$ cat config.mk
export PLATFORM = sky130hd
export DESIGN_NAME = id_ex_stage
export DESIGN_NICKNAME = d
export VERILOG_FILES = /design/src/rtl/mips_pkg.sv /design/src/rtl/lu_hazard_det.sv /design/src/rtl/id_ex_stage.sv
export SDC_FILE = /design/constraint.sdc
export NUM_CORES = 1
export LEC_CHECK = 0
export ABC_AREA = 1
export CORE_UTILIZATION = 35
export CTS_CLUSTER_DIAMETER = 40
export DETAILED_ROUTE_END_ITERATION = 8
export GPL_TIMING_DRIVEN = 0
export PLACE_DENSITY_LB_ADDON = 0.2
export SETUP_SLACK_MARGIN = 0.5
export SLEW_MARGIN = 20
export SYNTH_ARGS = -nofsm -noshare
export SYNTH_HDL_FRONTEND = slang
export SYNTH_SLANG_ARGS = --single-unit
$ cat constraint.sdc
create_clock -name ip_clk -period 2.1 [get_ports ip_clk]
set_input_delay 0.42 -clock ip_clk [delete_from_list [all_inputs] [get_ports ip_clk]]
set_output_delay 0.42 -clock ip_clk [all_outputs]
set_load 0.01 [all_outputs]
$ cat src/rtl/mips_pkg.sv
// Shared types for the ID/EX pipeline stage: control bundle and stall FSM states.
package mips_pkg;

    localparam int unsigned RegAddrW = 5;

    // Control bundle produced by decode; packed MSB-first as listed.
    typedef struct packed {
        logic       reg_write;
        logic       mem_read;
        logic       mem_write;
        logic       mem_to_reg;
        logic       reg_dst;
        logic       alu_src;
        logic       branch;
        logic [1:0] alu_op;
    } ctrl_t;

    typedef enum logic [0:0] {
        StRun,
        StLuStall
    } state_t;

endpackage

$ cat src/rtl/lu_hazard_det.sv
// Load-use hazard compare: decode consumer against a load sitting in EX.
module lu_hazard_det
    import mips_pkg::*;
(
    input  logic                run,
    input  logic                dec_valid,
    input  logic                dec_uses_rs,
    input  logic                dec_uses_rt,
    input  logic [RegAddrW-1:0] dec_rs,
    input  logic [RegAddrW-1:0] dec_rt,
    input  logic                ex_valid,
    input  logic                ex_mem_read,
    input  logic [RegAddrW-1:0] ex_dest,
    output logic                hazard
);

    logic rs_match;
    logic rt_match;

    // Only a real load writing a non-zero register can starve a consumer.
    always_comb begin
        rs_match = dec_uses_rs && (ex_dest == dec_rs);
        rt_match = dec_uses_rt && (ex_dest == dec_rt);
        hazard   = run && dec_valid && ex_valid && ex_mem_read &&
                   (ex_dest != '0) && (rs_match || rt_match);
    end

endmodule

$ cat src/rtl/id_ex_stage.sv
// ID/EX pipeline register with load-use stall control and a saturating stall counter.
module id_ex_stage
    import mips_pkg::*;
#(
    parameter int unsigned DATA_W = 32,
    parameter int unsigned CNT_W  = 16
) (
    input  logic                ip_clk,
    input  logic                ip_rst_n,
    input  logic                ip_DEC_valid,
    input  logic [4:0]          ip_DEC_RS,
    input  logic [4:0]          ip_DEC_RT,
    input  logic [4:0]          ip_DEC_RD,
    input  logic                ip_DEC_uses_rs,
    input  logic                ip_DEC_uses_rt,
    input  ctrl_t               ip_DEC_ctrl,
    input  logic [DATA_W-1:0]   ip_DEC_rs_data,
    input  logic [DATA_W-1:0]   ip_DEC_rt_data,
    input  logic [DATA_W-1:0]   ip_DEC_imm,
    input  logic [DATA_W-1:0]   ip_DEC_pc4,
    input  logic                ip_flush,
    output logic                op_EX_valid,
    output ctrl_t               op_EX_ctrl,
    output logic [4:0]          op_EX_RS,
    output logic [4:0]          op_EX_RT,
    output logic [4:0]          op_EX_dest,
    output logic [DATA_W-1:0]   op_EX_rs_data,
    output logic [DATA_W-1:0]   op_EX_rt_data,
    output logic [DATA_W-1:0]   op_EX_imm,
    output logic [DATA_W-1:0]   op_EX_pc4,
    output logic                op_PC_write,
    output logic                op_IFID_write,
    output logic                op_stall,
    output logic [CNT_W-1:0]    op_stall_count
);

    state_t             state_q, state_d;
    logic [CNT_W-1:0]   cnt_q, cnt_d;
    logic               hazard;

    logic               valid_q;
    ctrl_t              ctrl_q;
    logic [4:0]         rs_q, rt_q, dest_q;
    logic [DATA_W-1:0]  rs_data_q, rt_data_q, imm_q, pc4_q;

    lu_hazard_det u_hazard (
        .run         (state_q == StRun),
        .dec_valid   (ip_DEC_valid),
        .dec_uses_rs (ip_DEC_uses_rs),
        .dec_uses_rt (ip_DEC_uses_rt),
        .dec_rs      (ip_DEC_RS),
        .dec_rt      (ip_DEC_RT),
        .ex_valid    (valid_q),
        .ex_mem_read (ctrl_q.mem_read),
        .ex_dest     (dest_q),
        .hazard      (hazard)
    );

    // Stall decision, fetch enables, FSM next state and counter next value.
    always_comb begin
        op_stall      = hazard && !ip_flush;
        // Enables held low while in reset so fetch does not advance.
        op_PC_write   = ip_rst_n && !op_stall;
        op_IFID_write = ip_rst_n && !op_stall;

        state_d = StRun;
        unique case (state_q)
            StRun:     state_d = op_stall ? StLuStall : StRun;
            StLuStall: state_d = StRun;
            default:   state_d = StRun;
        endcase

        cnt_d = cnt_q;
        if (op_stall && (cnt_q != '1)) begin
            cnt_d = cnt_q + CNT_W'(1);
        end
    end

    // Pipeline register: bubble on stall/flush, otherwise capture decode.
    always_ff @(posedge ip_clk or negedge ip_rst_n) begin
        if (!ip_rst_n) begin
            state_q   <= StRun;
            cnt_q     <= '0;
            valid_q   <= 1'b0;
            ctrl_q    <= '0;
            rs_q      <= '0;
            rt_q      <= '0;
            dest_q    <= '0;
            rs_data_q <= '0;
            rt_data_q <= '0;
            imm_q     <= '0;
            pc4_q     <= '0;
        end else begin
            state_q <= state_d;
            cnt_q   <= cnt_d;
            if (op_stall || ip_flush) begin
                valid_q   <= 1'b0;
                ctrl_q    <= '0;
                rs_q      <= '0;
                rt_q      <= '0;
                dest_q    <= '0;
                rs_data_q <= '0;
                rt_data_q <= '0;
                imm_q     <= '0;
                pc4_q     <= '0;
            end else begin
                valid_q   <= ip_DEC_valid;
                ctrl_q    <= ip_DEC_valid ? ip_DEC_ctrl : ctrl_t'('0);
                rs_q      <= ip_DEC_RS;
                rt_q      <= ip_DEC_RT;
                dest_q    <= ip_DEC_ctrl.reg_dst ? ip_DEC_RD : ip_DEC_RT;
                rs_data_q <= ip_DEC_rs_data;
                rt_data_q <= ip_DEC_rt_data;
                imm_q     <= ip_DEC_imm;
                pc4_q     <= ip_DEC_pc4;
            end
        end
    end

    assign op_EX_valid    = valid_q;
    assign op_EX_ctrl     = ctrl_q;
    assign op_EX_RS       = rs_q;
    assign op_EX_RT       = rt_q;
    assign op_EX_dest     = dest_q;
    assign op_EX_rs_data  = rs_data_q;
    assign op_EX_rt_data  = rt_data_q;
    assign op_EX_imm      = imm_q;
    assign op_EX_pc4      = pc4_q;
    assign op_stall_count = cnt_q;

endmodule

# After elaboration in Yosys (flattened, before gate mapping)
# Cells that the tools add are included.
dict set report classes {
  add_sub_neg 1
  mul 0
  n_div 0
  magnitude_cmp 0
  eq_ne 3
  shifts 0
  mux 13
  bitwise_logic 1
  n_reduce_logical 15
}
# op count
set ops {}
lappend ops {{$mux W32} 4}
lappend ops {{$mux W5} 4}
lappend ops {{$mux W9} 2}
lappend ops {{$add A16 B1 Y16 const B} 1}
lappend ops {{$ne A16 B16 Y1 const B} 1}
lappend ops {{$eq A5 B5 Y1} 2}
lappend ops {{$logic_and A1 B1 Y1} 10}
lappend ops {{$reduce_bool A5 Y1} 1}
lappend ops {{$logic_not A1 Y1} 2}
lappend ops {{$logic_or A1 B1 Y1} 2}
lappend ops {{$mux W1} 2}
lappend ops {{$pmux W1 S2} 1}
lappend ops {{$not A1 Y1} 1}
dict set report word_totals {
  register_bits 170
  latch_bits 0
  ram_bits 0
  mem_bits_ro 0
  in_bits 158
  output_inout_bits 172
  elab_cells 51
  n_memories 0
}

# Depth between registers and ports, before layout
dict set report depth {
  word_depth 9
  mapped_depth 11
  mapped_depth_nobuf 10
}

# Modules after synthesis
# A second synthesis with hierarchy kept.
dict set report unflattened {
  cells_unflattened 699
  hier_area_um2 6446.2
}
# mod instances cells_per_inst area_each_um2 seq_area_each_um2
set by_module_without_submodules {}
lappend by_module_without_submodules {id_ex_stage 1 642 6217.2 4254.1}
lappend by_module_without_submodules {lu_hazard_det 1 57 229.0 0.0}

# Worst setup path before layout
# OpenSTA, ideal clock, no wires.
dict set report synth_path {
  kind {input -> output}
  from {input port ip_DEC_valid}
  to {output port op_PC_write}
  arrival_time_ns 1.276
  required_time_ns 1.680
  path_slack_ns 0.404
  stages 9
  n_path_buf 2
  cell_sequence {buf_4 -> inv_2 -> nor3_1 -> o21ai_1 -> inv_2 -> nand3_4 -> nand2_1 -> inv_1 -> buf_4}
}
dict set report synth_between {
  elab_chain_cells 8
}
# item line
set synth_rtl {}
lappend synth_rtl {{from (decl)} id_ex_stage.sv:10} ;# input logic ip_DEC_valid,
lappend synth_rtl {{$logic_and A1 B1 Y1 (4 in series)} lu_hazard_det.sv:24} ;# hazard = run && dec_valid && ex_valid && ex_mem_read &&
lappend synth_rtl {{$logic_and A1 B1 Y1} lu_hazard_det.sv:25} ;# (ex_dest != '0) && (rs_match || rt_match);
lappend synth_rtl {{$logic_and A1 B1 Y1} id_ex_stage.sv:61} ;# op_stall = hazard && !ip_flush;
lappend synth_rtl {{$logic_not A1 Y1} n/a}
lappend synth_rtl {{$logic_and A1 B1 Y1} n/a}
lappend synth_rtl {{to (decl)} id_ex_stage.sv:31} ;# output logic op_PC_write,
# No other way between the ends.

# Worst setup path after layout
dict set report layout_path {
  from {register dest_q[4] (netlist: op_EX_dest[4])}
  to {output port op_PC_write}
}
dict set report layout_between {
  elab_chain_cells 7
  elab_cells_between_ends 11
  classes_between {eq/ne: 2; reduce/logical: 9}
}
# item line
set layout_rtl {}
lappend layout_rtl {{from (decl)} id_ex_stage.sv:43} ;# logic [4:0] rs_q, rt_q, dest_q;
lappend layout_rtl {{from (signal assigned)} id_ex_stage.sv:111} ;# dest_q <= ip_DEC_ctrl.reg_dst ? ip_DEC_RD : ip_DEC_RT;
lappend layout_rtl {{$eq A5 B5 Y1 (on tied branches)} {lu_hazard_det.sv:22, lu_hazard_det.sv:23}}
lappend layout_rtl {{$logic_and A1 B1 Y1 (on tied branches)} {lu_hazard_det.sv:22, lu_hazard_det.sv:23}}
lappend layout_rtl {{$logic_or A1 B1 Y1} lu_hazard_det.sv:25}
lappend layout_rtl {{$logic_and A1 B1 Y1 (*)} lu_hazard_det.sv:25}
lappend layout_rtl {{$logic_and A1 B1 Y1 (*)} id_ex_stage.sv:61}
lappend layout_rtl {{$logic_not A1 Y1 (*)} id_ex_stage.sv:63} ;# op_PC_write = ip_rst_n && !op_stall;
lappend layout_rtl {{$logic_and A1 B1 Y1 (*)} id_ex_stage.sv:63}
# Every way passes the cells marked *; elsewhere a longest branch is shown, timed or not.

==> qor.yml <==
place:
  place_congestion: 0.808
  place_ws_ps: -612
  hpwl_microns: 13800
  portBuffers: 328
timing:
  rsz0062_at_grt: "true"
  hold_slack_ps: 34.6
  relSlewSlack: 0.508
  skew_ps: 13.2
  final_hold_viol_count: 0
  setup_ws_ps: -73.7
  setup_viol: 3
  period_needed_ps: 2170
  finalCritPeriodShare: 1.04
  fmax_mhz: 460
  slew_viol_final: 0
  worstMarginPinSlew_ps: 738
run:
  maxCapViolCount: 0
detailed_routing:
  via_per_inst: 4.13
  first_iter_violations: 165
  drtAntennaViolNets: 0
  wl_microns: 19000
  routed-via-count: 5252
  wl_per_cell_microns: 14.9
  first_pass_iters: 4
  drc: 0
final_layout:
  antenna_cells: 0
  fin_util: 0.618
  drive_above_1_share: 0.112
  synthToLayoutAreaGrowth_pct: 70.3
  nets: 1195
clock_network:
  root_buffer: "clkbuf_16"
  cts_sinks: 170
  cts_buffers: 17
  htree_levels: 4
  clk_pin_slew_ps: 70
  clk_latency_ps: 420
  cts_tree: "done"
  cts_buffer_depth: 2
synth:
  syn_nets: 827
  ys_seq_area_frac: 0.669
  yosys_register_bits: 170
  yosysUniqueCellTypes: 24
  synth_area_leaders: "dfrtp_1 67%, nor2_1 10%, inv_1 8.8%, nand2_1 5.9%, buf_6 1.4%"
  synth_edf_count: 0
  ys_warn_count: 0
  synthFlopType: "dfrtp_1"
  synth_area_sq_um: 6360
  netlist_instances: 668
  synth.avg_cell_area_sq_um: 9.52
  synth_top_cells_by_count: "175 x nor2_1, 170 x dfrtp_1, 149 x inv_1, 100 x nand2_1, 9 x buf_2"
  synth_top_cell_by_area: "dfrtp_1"
  yosysTopAreaCellShare: 0.669
  synth_async_sr_flop_share: 1.00
  yosysMostFrequentCell: "nor2_1"
grt:
  grt.total_usage: 0.204
  antenna_found_initial: 1
  grt_pass1_wl_microns: 28200
  grt_pass1_vias: 5160
  grt_max_degree: 95
  gr-total-overflow: 0
outcome:
  outcome: "finished with violations"
  violations: "setup timing"
floorplanning:
  start_util: 0.363
  die_area_sq_um: 18700
  die_h_microns: 137
  core_area_sq_um: 17500
  core.rowCount: 48
  pin_count: 330
  die_w_microns: 137
worst_hold_path:
  hold_class: "in -> async"
setup_path:
  required_ps: 1680
  start_kind: "register"
  cp-end-kind: "primary output"
  worstPathArrival_ps: 1750
  crit_fanout: 5
  crit_type: "reg -> out"
power:
  ir_drop_mv: 0.551
  power_leakage_nw: 5.98
  powerDensity_nw_per_um2: 719
  total_power_w: 0.00778
[cell usage in the layout, fill, tap and decap left out, drive strengths merged, types with 2 or more instances in the layout]
cell           count
buf               46
dlygate4sd2       43
dfrtp            170
clkdlybuf4s15      2
nand3              9
bufinv             3
clkinv             2
nor3               4
clkinvlp           3
xnor2              5
clkdlybuf4s50    250
nand4              6
inv              160
a21oi              5
nor2             177
clkbuf            22
dlymetal6s2s      27
nand2            102
xor2               8
[state kept, by name, indices dropped and copies added (netlist names)]
signal / count
op_EX_RT: 5
op_EX_pc4: 32
op_stall_count: 16
op_EX_rs_data: 32
op_EX_valid: 1
op_EX_rt_data: 32
op_EX_RS: 5
op_EX_ctrl: 9
op_EX_dest: 5
state_q: 1
op_EX_imm: 32
[layer usage]
layer  vias to the layer above  share of wire  global-route usage
met5                         -        0.00068                   0
met4                         2          0.014              0.0794
met3                        23          0.074              0.0567
met2                       183           0.52               0.353
met1                      2423           0.40               0.239
li1                       2621              -                   -
[cells by family (layout without fill, tap and decap cells)]
group                    after synthesis  in the layout  share of synthesized area
flip-flops                           170            170                      0.669
adder cells (fa/ha/maj)                1              1                    0.00197
AO/OA/AOI/OAI                          6              6                    0.00472
buffers and inverters                178            558                      0.119
AND/OR/NAND/NOR                      300            300                      0.188
XOR/XNOR                              13             13                     0.0179
[final cells by class]
class | count | area (sq um)
Buffer | 22 | 208
Clock buffer | 19 | 453
Clock inverter | 12 | 164
Fill cell | 1515 | 6700
Inverter | 156 | 586
Multi-Input combinational cell | 320 | 1400
Sequential cell | 170 | 4260
Tap cell | 225 | 282
Timing Repair Buffer | 349 | 3480
[power breakdown]
group	switching, W	leakage, nW	internal (W)
logic	0.000439	3.48	0.000588
clock network	0.00134	0.294	0.00195
registers	0.0000431	2.21	0.00342
total	0.00183	5.98	0.00596
[path summary, 6_finish.rpt]
kind                                               start                            end  slack, ps  depth (start not counted)
max reg2reg                      op_EX_dest[4]$_DFF_PN0_        op_EX_ctrl[5]$_DFF_PN0_        200                         11
min                                             ip_rst_n        op_EX_imm[28]$_DFF_PN0_         30                          1
min reg2reg                op_stall_count[1]$_DFFE_PN0P_  op_stall_count[1]$_DFFE_PN0P_        570                          2
max in group asynchronous                       ip_rst_n         op_EX_pc4[2]$_DFF_PN0_       1220                          2
max                              op_EX_dest[4]$_DFF_PN0_                    op_PC_write        -70                         10
min in group ip_clk                         ip_DEC_valid        op_EX_ctrl[0]$_DFF_PN0_        240                          3
[through the flow]
| step | TNS, ps | instance area (sq um) | instances |
|---|---|---|---|
| finish | -83.2 | 10800 | 1273 |
| global route | -397 | 10800 | 1273 |
| CTS | -167 | 10700 | 1269 |
| detailed placement | -31250 | 9970 | 1222 |
| global placement | -1177190 | 9940 | 1221 |
| floorplan | 0 | 6380 | 668 |
[critical path, cell delays in order, from the launching register on]
cell	delay (ps)
dfrtp_2	430
nand2_1	90
nand2_2	80
nor2_4	130
nand3_2	90
nand2_2	100
nand3_4	100
nand2_2	80
inv_2	40
buf_6	100
buf_6	110
[repair_timing]
item                                    in CTS  in global routing
pin swaps                                    7                 10
buffers inserted                            16                  4
hold buffers                                 0                  0
cloned                                       0                  0
resized for setup                           87                 45
endpoints found under the setup margin     341                307
(Power assumes the default switching activity.)
